**src/rtl/led_matrix_scanner_if.sv**
```systemverilog
// Signal bundle between the LED matrix scanner and the game-board/matrix side.
// With BRIGHTNESS_PWM_EN defined, a 4-bit brightness input is added.
interface led_matrix_scanner_if;
    logic       enable;
    logic [0:7] rowR_in;
    logic [0:7] rowG_in;
`ifdef BRIGHTNESS_PWM_EN
    logic [3:0] brightness;
`endif
    logic       count0;
    logic       count1;
    logic       count2;
    logic [0:7] colEn;
    logic [0:7] ledR;
    logic [0:7] ledG;
    logic       frame_done;

`ifdef BRIGHTNESS_PWM_EN
    modport master (
        input  enable, rowR_in, rowG_in, brightness,
        output count0, count1, count2, colEn, ledR, ledG, frame_done
    );
    modport slave (
        output enable, rowR_in, rowG_in, brightness,
        input  count0, count1, count2, colEn, ledR, ledG, frame_done
    );
`else
    modport master (
        input  enable, rowR_in, rowG_in,
        output count0, count1, count2, colEn, ledR, ledG, frame_done
    );
    modport slave (
        output enable, rowR_in, rowG_in,
        input  count0, count1, count2, colEn, ledR, ledG, frame_done
    );
`endif
endinterface

```
**src/rtl/led_matrix_scanner.sv**
```systemverilog
// Column-scan driver for an 8x8 red/green LED matrix with blanking and frame pulse.
// Optional row-drive PWM dimming is enabled by defining BRIGHTNESS_PWM_EN.
module led_matrix_scanner #(
    parameter int unsigned BLANK_CYCLES  = 4,
    parameter int unsigned SETTLE_CYCLES = 2,
    parameter int unsigned DWELL_CYCLES  = 1000
) (
    input  logic                        clk,
    input  logic                        rst,
    led_matrix_scanner_if.master        bus
);

    typedef enum logic [1:0] {StIdle, StBlank, StSettle, StShow} state_e;

    localparam logic [15:0] BlankLoad  = 16'(BLANK_CYCLES - 1);
    localparam logic [15:0] SettleLoad = 16'(SETTLE_CYCLES - 1);
    localparam logic [15:0] DwellLoad  = 16'(DWELL_CYCLES - 1);

    state_e      state_q, state_d;
    logic [2:0]  index_q, index_d;
    logic [15:0] timer_q, timer_d;
    logic [0:7]  cap_r_q, cap_r_d;
    logic [0:7]  cap_g_q, cap_g_d;
    logic [0:7]  col_en_q, col_en_d;
    logic [0:7]  led_r_q, led_r_d;
    logic [0:7]  led_g_q, led_g_d;
    logic        frame_done_q, frame_done_d;
    logic        timer_zero;
    logic        rows_on;

`ifdef BRIGHTNESS_PWM_EN
    logic [3:0]  bright_q, bright_d;
`endif

    assign timer_zero = (timer_q == 16'd0);

    // Next-state logic: dropping enable from any active state aborts to IDLE.
    always_comb begin
        state_d      = state_q;
        index_d      = index_q;
        timer_d      = timer_zero ? 16'd0 : timer_q - 16'd1;
        cap_r_d      = cap_r_q;
        cap_g_d      = cap_g_q;
        frame_done_d = 1'b0;
`ifdef BRIGHTNESS_PWM_EN
        bright_d     = bright_q;
`endif
        case (state_q)
            StIdle: begin
                index_d = 3'd0;
                timer_d = 16'd0;
                if (bus.enable) begin
                    state_d = StBlank;
                    timer_d = BlankLoad;
                end
            end
            StBlank: begin
                if (!bus.enable) begin
                    state_d = StIdle;
                    index_d = 3'd0;
                    timer_d = 16'd0;
                end else if (timer_zero) begin
                    state_d = StSettle;
                    timer_d = SettleLoad;
                end
            end
            StSettle: begin
                if (!bus.enable) begin
                    state_d = StIdle;
                    index_d = 3'd0;
                    timer_d = 16'd0;
                end else if (timer_zero) begin
                    state_d = StShow;
                    timer_d = DwellLoad;
                    cap_r_d = bus.rowR_in;
                    cap_g_d = bus.rowG_in;
`ifdef BRIGHTNESS_PWM_EN
                    bright_d = bus.brightness;
`endif
                end
            end
            StShow: begin
                if (!bus.enable) begin
                    state_d = StIdle;
                    index_d = 3'd0;
                    timer_d = 16'd0;
                end else if (timer_zero) begin
                    state_d      = StBlank;
                    index_d      = index_q + 3'd1;
                    timer_d      = BlankLoad;
                    frame_done_d = (index_q == 3'd7);
                end
            end
            default: begin
                state_d = StIdle;
                index_d = 3'd0;
                timer_d = 16'd0;
            end
        endcase
    end

    // Outputs are decoded from next state so the registered drive lines up with the state.
    always_comb begin
`ifdef BRIGHTNESS_PWM_EN
        rows_on = (bright_d == 4'hF) || (timer_d[3:0] < bright_d);
`else
        rows_on = 1'b1;
`endif
        col_en_d = '0;
        led_r_d  = '0;
        led_g_d  = '0;
        if (state_d == StShow) begin
            col_en_d[index_d] = 1'b1;
            if (rows_on) begin
                led_r_d = cap_r_d;
                led_g_d = cap_g_d;
            end
        end
    end

    always_ff @(posedge clk) begin
        if (rst) begin
            state_q      <= StIdle;
            index_q      <= 3'd0;
            timer_q      <= 16'd0;
            cap_r_q      <= '0;
            cap_g_q      <= '0;
            col_en_q     <= '0;
            led_r_q      <= '0;
            led_g_q      <= '0;
            frame_done_q <= 1'b0;
`ifdef BRIGHTNESS_PWM_EN
            bright_q     <= 4'd0;
`endif
        end else begin
            state_q      <= state_d;
            index_q      <= index_d;
            timer_q      <= timer_d;
            cap_r_q      <= cap_r_d;
            cap_g_q      <= cap_g_d;
            col_en_q     <= col_en_d;
            led_r_q      <= led_r_d;
            led_g_q      <= led_g_d;
            frame_done_q <= frame_done_d;
`ifdef BRIGHTNESS_PWM_EN
            bright_q     <= bright_d;
`endif
        end
    end

    assign bus.count0     = index_q[0];
    assign bus.count1     = index_q[1];
    assign bus.count2     = index_q[2];
    assign bus.colEn      = col_en_q;
    assign bus.ledR       = led_r_q;
    assign bus.ledG       = led_g_q;
    assign bus.frame_done = frame_done_q;

endmodule
```
**src/flat_wrapper.sv**
```systemverilog
// flat-port wrapper written by rule: the top's interface ports become plain ports
module led_matrix_scanner_flat 
#(
    parameter int unsigned BLANK_CYCLES  = 4,
    parameter int unsigned SETTLE_CYCLES = 2,
    parameter int unsigned DWELL_CYCLES  = 1000
)
  (clk, rst, bus_enable, bus_rowR_in, bus_rowG_in, bus_count0, bus_count1, bus_count2, bus_colEn, bus_ledR, bus_ledG, bus_frame_done);
  led_matrix_scanner_if bus_i ();
  input  logic clk;
  input  logic rst;
  input wire logic [$bits(bus_i.enable)-1:0] bus_enable;
  input wire logic [$bits(bus_i.rowR_in)-1:0] bus_rowR_in;
  input wire logic [$bits(bus_i.rowG_in)-1:0] bus_rowG_in;
  output wire logic [$bits(bus_i.count0)-1:0] bus_count0;
  output wire logic [$bits(bus_i.count1)-1:0] bus_count1;
  output wire logic [$bits(bus_i.count2)-1:0] bus_count2;
  output wire logic [$bits(bus_i.colEn)-1:0] bus_colEn;
  output wire logic [$bits(bus_i.ledR)-1:0] bus_ledR;
  output wire logic [$bits(bus_i.ledG)-1:0] bus_ledG;
  output wire logic [$bits(bus_i.frame_done)-1:0] bus_frame_done;
  assign bus_i.enable = bus_enable;
  assign bus_i.rowR_in = bus_rowR_in;
  assign bus_i.rowG_in = bus_rowG_in;
  assign bus_count0 = bus_i.count0;
  assign bus_count1 = bus_i.count1;
  assign bus_count2 = bus_i.count2;
  assign bus_colEn = bus_i.colEn;
  assign bus_ledR = bus_i.ledR;
  assign bus_ledG = bus_i.ledG;
  assign bus_frame_done = bus_i.frame_done;
  led_matrix_scanner #(.BLANK_CYCLES(BLANK_CYCLES), .SETTLE_CYCLES(SETTLE_CYCLES), .DWELL_CYCLES(DWELL_CYCLES)) u_core (.clk(clk), .rst(rst), .bus(bus_i));
endmodule
```
**config.mk**
```make
export PLATFORM = sky130hd
export DESIGN_NAME = led_matrix_scanner_flat
export DESIGN_NICKNAME = d
export VERILOG_FILES = /design/src/rtl/led_matrix_scanner_if.sv /design/src/rtl/led_matrix_scanner.sv /design/src/flat_wrapper.sv
export SDC_FILE = /design/constraint.sdc
export NUM_CORES = 1
export LEC_CHECK = 0
export BUFFER_PORTS_ARGS = -buffer_cell sky130_fd_sc_hd__buf_2
export CORE_MARGIN = 5
export CORE_UTILIZATION = 54
export DETAILED_ROUTE_END_ITERATION = 8
export PLACE_DENSITY_LB_ADDON = 0.15
export SLEW_MARGIN = 20
export SYNTH_ARGS = -nofsm -noshare
export SYNTH_HDL_FRONTEND = slang
export SYNTH_SLANG_ARGS = --single-unit
```
**constraint.sdc**
```tcl
create_clock -name clk -period 2.8 [get_ports clk]
set_input_delay 0.14 -clock clk [delete_from_list [all_inputs] [get_ports clk]]
set_output_delay 0.14 -clock clk [all_outputs]
set_load 0.005 [all_outputs]
```
==> run_results.csv <==
group,metric,value,unit
setup_path,crit_fanout,24,
floorplan,start_util,56.5,%
power_and_ir_drop,swShare,26.3,%
global_route,grt_use_total,17.3,%
clock_tree,cts_resized,0,
floorplan,ioPinCount,47,
sta,clock-skew-final,7.57,ps
sta,finalMaxSlewViolations,0,
route,routedWlPerCell,13.9,um
logic_synthesis,synth_cell_type_count,42,
clock_tree,cts_tree,"built",
final_layout,syn2layout_area_growth,18.2,%
setup_path,end_kind,"flop",
power_and_ir_drop,combPwrFrac,14.2,%
sta,setup_viol,0,
sta,finalHoldViolations,0,
clock_tree,htreeDepth,3,
place,numPortBuffers,46,
global_route,grt_pass1_wl,8580,um
global_route,grt_pass1_vias,1956,
power_and_ir_drop,power_frac_seq,46.4,%
logic_synthesis,syn_nets,274,
sta,setup_tns,0,ps
sta,tightest_slew,543,ps
sta,relSlewSlack,63.7,%
clock_tree,clkSinkCount,62,
floorplan,fp.dieW,78.0,um
global_route,grt_max_degree,36,
run_status,outcome,"completed",
route,via_count,1912,
place,dpl.hpwl,3480,um
logic_synthesis,synthCells,247,
floorplan,die_h,78.0,um
route,routed_wl,4930,um
clock_tree,clkLatencyLatePin,330,ps
final_layout,finalNetCount,325,
floorplan,coreArea,4410,um2
clock_tree,ctsLongestPathBuffers,2,
setup_path,crit_path_start_kind,"flop",
power_and_ir_drop,switching_power,516,uW
setup_path,critPathArrivalTime,2500,ps
logic_synthesis,ys_warn_count,0,
power_and_ir_drop,ir_drop,0.570,mV
clock_tree,postCtsSetupRepairBufs,0,
logic_synthesis,seq_area_frac_synth,49.7,%
clock_tree,cts-root-buf,"clkbuf_8",
logic_synthesis,avgSynthCellArea,10.1,um2
power_and_ir_drop,internal_power,1440,uW
place,gp_congestion,0.766,
global_route,antenna_found_initial,0,
power_and_ir_drop,power.leakage,0.00127,uW
global_route,grt-ovfl-total,0,
sta,min_period_over_period,80.8,%
sta,fin_crit,2260,ps
power_and_ir_drop,pwr-share-clk,39.4,%
final_layout,fin_util,66.9,%
final_layout,fill_cells,396,
logic_synthesis,synth_area,2500,um2
flow_run,cap_viol_max_count,0,
clock_tree,path_clk_slew,70,ps
clock_tree,cts_buffers,9,
clock_tree,ctsHoldBuffers,0,
route,drtPass1Iterations,4,
setup_path,worst_ep_required_time,3040,ps
final_layout,diodes,0,
setup_path,critPathKind,"reg -> reg",
route,drt-vias-per-instance,5.39,
floorplan,dieArea,6080,um2
hold_path,holdCritPathClass,"in -> reg",
floorplan,core.rowCount,24,
logic_synthesis,ys_seq_elements,62,
power_and_ir_drop,powerDensity,664,nW/um2
route,dr.first_iter.drc_count,85,
route,drc_errors,0,
route,ant_nets,0,
sta,max_freq,442,MHz
final_layout,drive_gt1_share,25.7,%
sta,rsz0062_at_grt,"no",
## stage by stage
step,instances,instance area [um2],total power (uW),setup WS [ps],hold slack (ps)
2_1_floorplan,247,2500,1140,798,304
3_3_place_gp,339,2750,1200,630,407
3_5_place_dp,339,2750,1200,563,415
4_1_cts,355,2950,1970,550,62.3
5_1_grt,355,2950,2060,254,72.0
6_report,355,2950,1960,537,73.4
## final cells by class
| type | count | area [um2] | share of cell area, % |
|---|---|---|---|
| Inverter | 6 | 22.5 | 0.763 |
| Clock inverter | 5 | 58.8 | 1.99 |
| Timing Repair Buffer | 51 | 268 | 9.07 |
| Tap cell | 52 | 65.1 | 2.20 |
| Clock buffer | 11 | 141 | 4.79 |
| Multi-Input combinational cell | 168 | 1150 | 39.1 |
| Sequential cell | 62 | 1240 | 42.1 |
## layout by cell type, fill, tap and decap left out, types with 5 or more instances in the layout
cell type  Yosys  routed
buf_4          1       5
xor2_1         6       6
xnor2_1        6       6
nor2_1        32      32
inv_1          6       6
buf_2          1      46
ha_1           8       8
clkbuf_8       0      10
nor4_1         5       5
nand3_1        6       6
dfxtp_1       62      62
nor3_2        10      10
nand2_1       10      10
o211ai_1       5       5
mux2i_1       18      18
nor3_1        16      16
a21oi_1        8       8
## state kept, by name, summed over array words and instances (netlist names)
signal                 count
u_core.bus.frame_done      1
u_core.index_q             3
u_core.bus.colEn           8
u_core.timer_q            16
u_core.cap_r_q             8
u_core.cap_g_q             8
u_core.state_q             2
u_core.bus.ledG            8
u_core.bus.ledR            8
## cell families after synthesis
family	count (synthesis)	share of synthesized area, %
buf+inv	17	4.01
fa+ha+maj	8	4.01
simple gates	101	23.0
mux	18	7.22
compound gates	29	7.82
xor+xnor	12	4.21
flops	62	49.7
## power by group through the flow
| stage | clock, uW | sequential (uW) | combinational (uW) |
|---|---|---|---|
| 6_report | 773 | 909 | 278 |
| 5_1_grt | 837 | 911 | 311 |
| 4_1_cts | 786 | 909 | 277 |
| 3_5_place_dp | 0 | 929 | 275 |
| 3_3_place_gp | 0 | 928 | 272 |
| 2_1_floorplan | 0 | 926 | 218 |
## worst max-delay path, cell delays in order, from the launching register on
cell and delay [ps]:
dfxtp_1 430, inv_1 90, ha_1 300, nor2b_1 270, nand2_1 150, o211ai_1 260, o211ai_1 120, buf_4 250
nor4_1 290
## layer usage
metal	up-vias	global-route usage, %	wire [um]
met2	46	27.8	2320
met5	-	0	0
li1	980	-	-
met3	9	6.48	319
met4	0	7.09	53
met1	877	20.8	2240
## cell usage after synthesis, drive strengths merged
master	instances	area, um2
or3	4	25.0
nor2	32	120
and4	1	8.76
o311ai	1	8.76
nand2b	1	6.26
or4	2	15.0
a31oi	3	18.8
a221o	1	10.0
nand3	6	30.0
nand2	10	37.5
and2	1	6.26
o31ai	1	7.51
o21ai	4	20.0
o211a	2	20.0
and3	2	12.5
ha	8	100
clkbuf	6	22.5
xor2	6	52.6
o21a	2	15.0
mux2i	18	180
nand4	3	18.8
and4b	1	10.0
a21oi	8	40.0
nor3	26	180
nor4	7	65.1
inv	6	22.5
o41ai	1	8.76
nor4bb	1	10.0
xnor2	6	52.6
dfxtp	62	1240
buf	5	55.1
nor3b	1	7.51
o211ai	5	37.5
o31a	1	8.76
nor2b	1	6.26
nand3b	2	15.0
## worst paths after layout
kind	startpoint	end	slack [ps]	cells after the start
worst min register to register	u_core.cap_g_q[4]	u_core.cap_g_q[4]	490	2
worst max-delay path	u_core.state_q[0]	u_core.bus.colEn[6]	540	8
worst max register to register	u_core.state_q[0]	u_core.bus.colEn[6]	540	8
worst min-delay path	bus_rowG_in[5]	u_core.cap_g_q[2]	70	3
No activity file was read; power rests on OpenSTA's default activity.
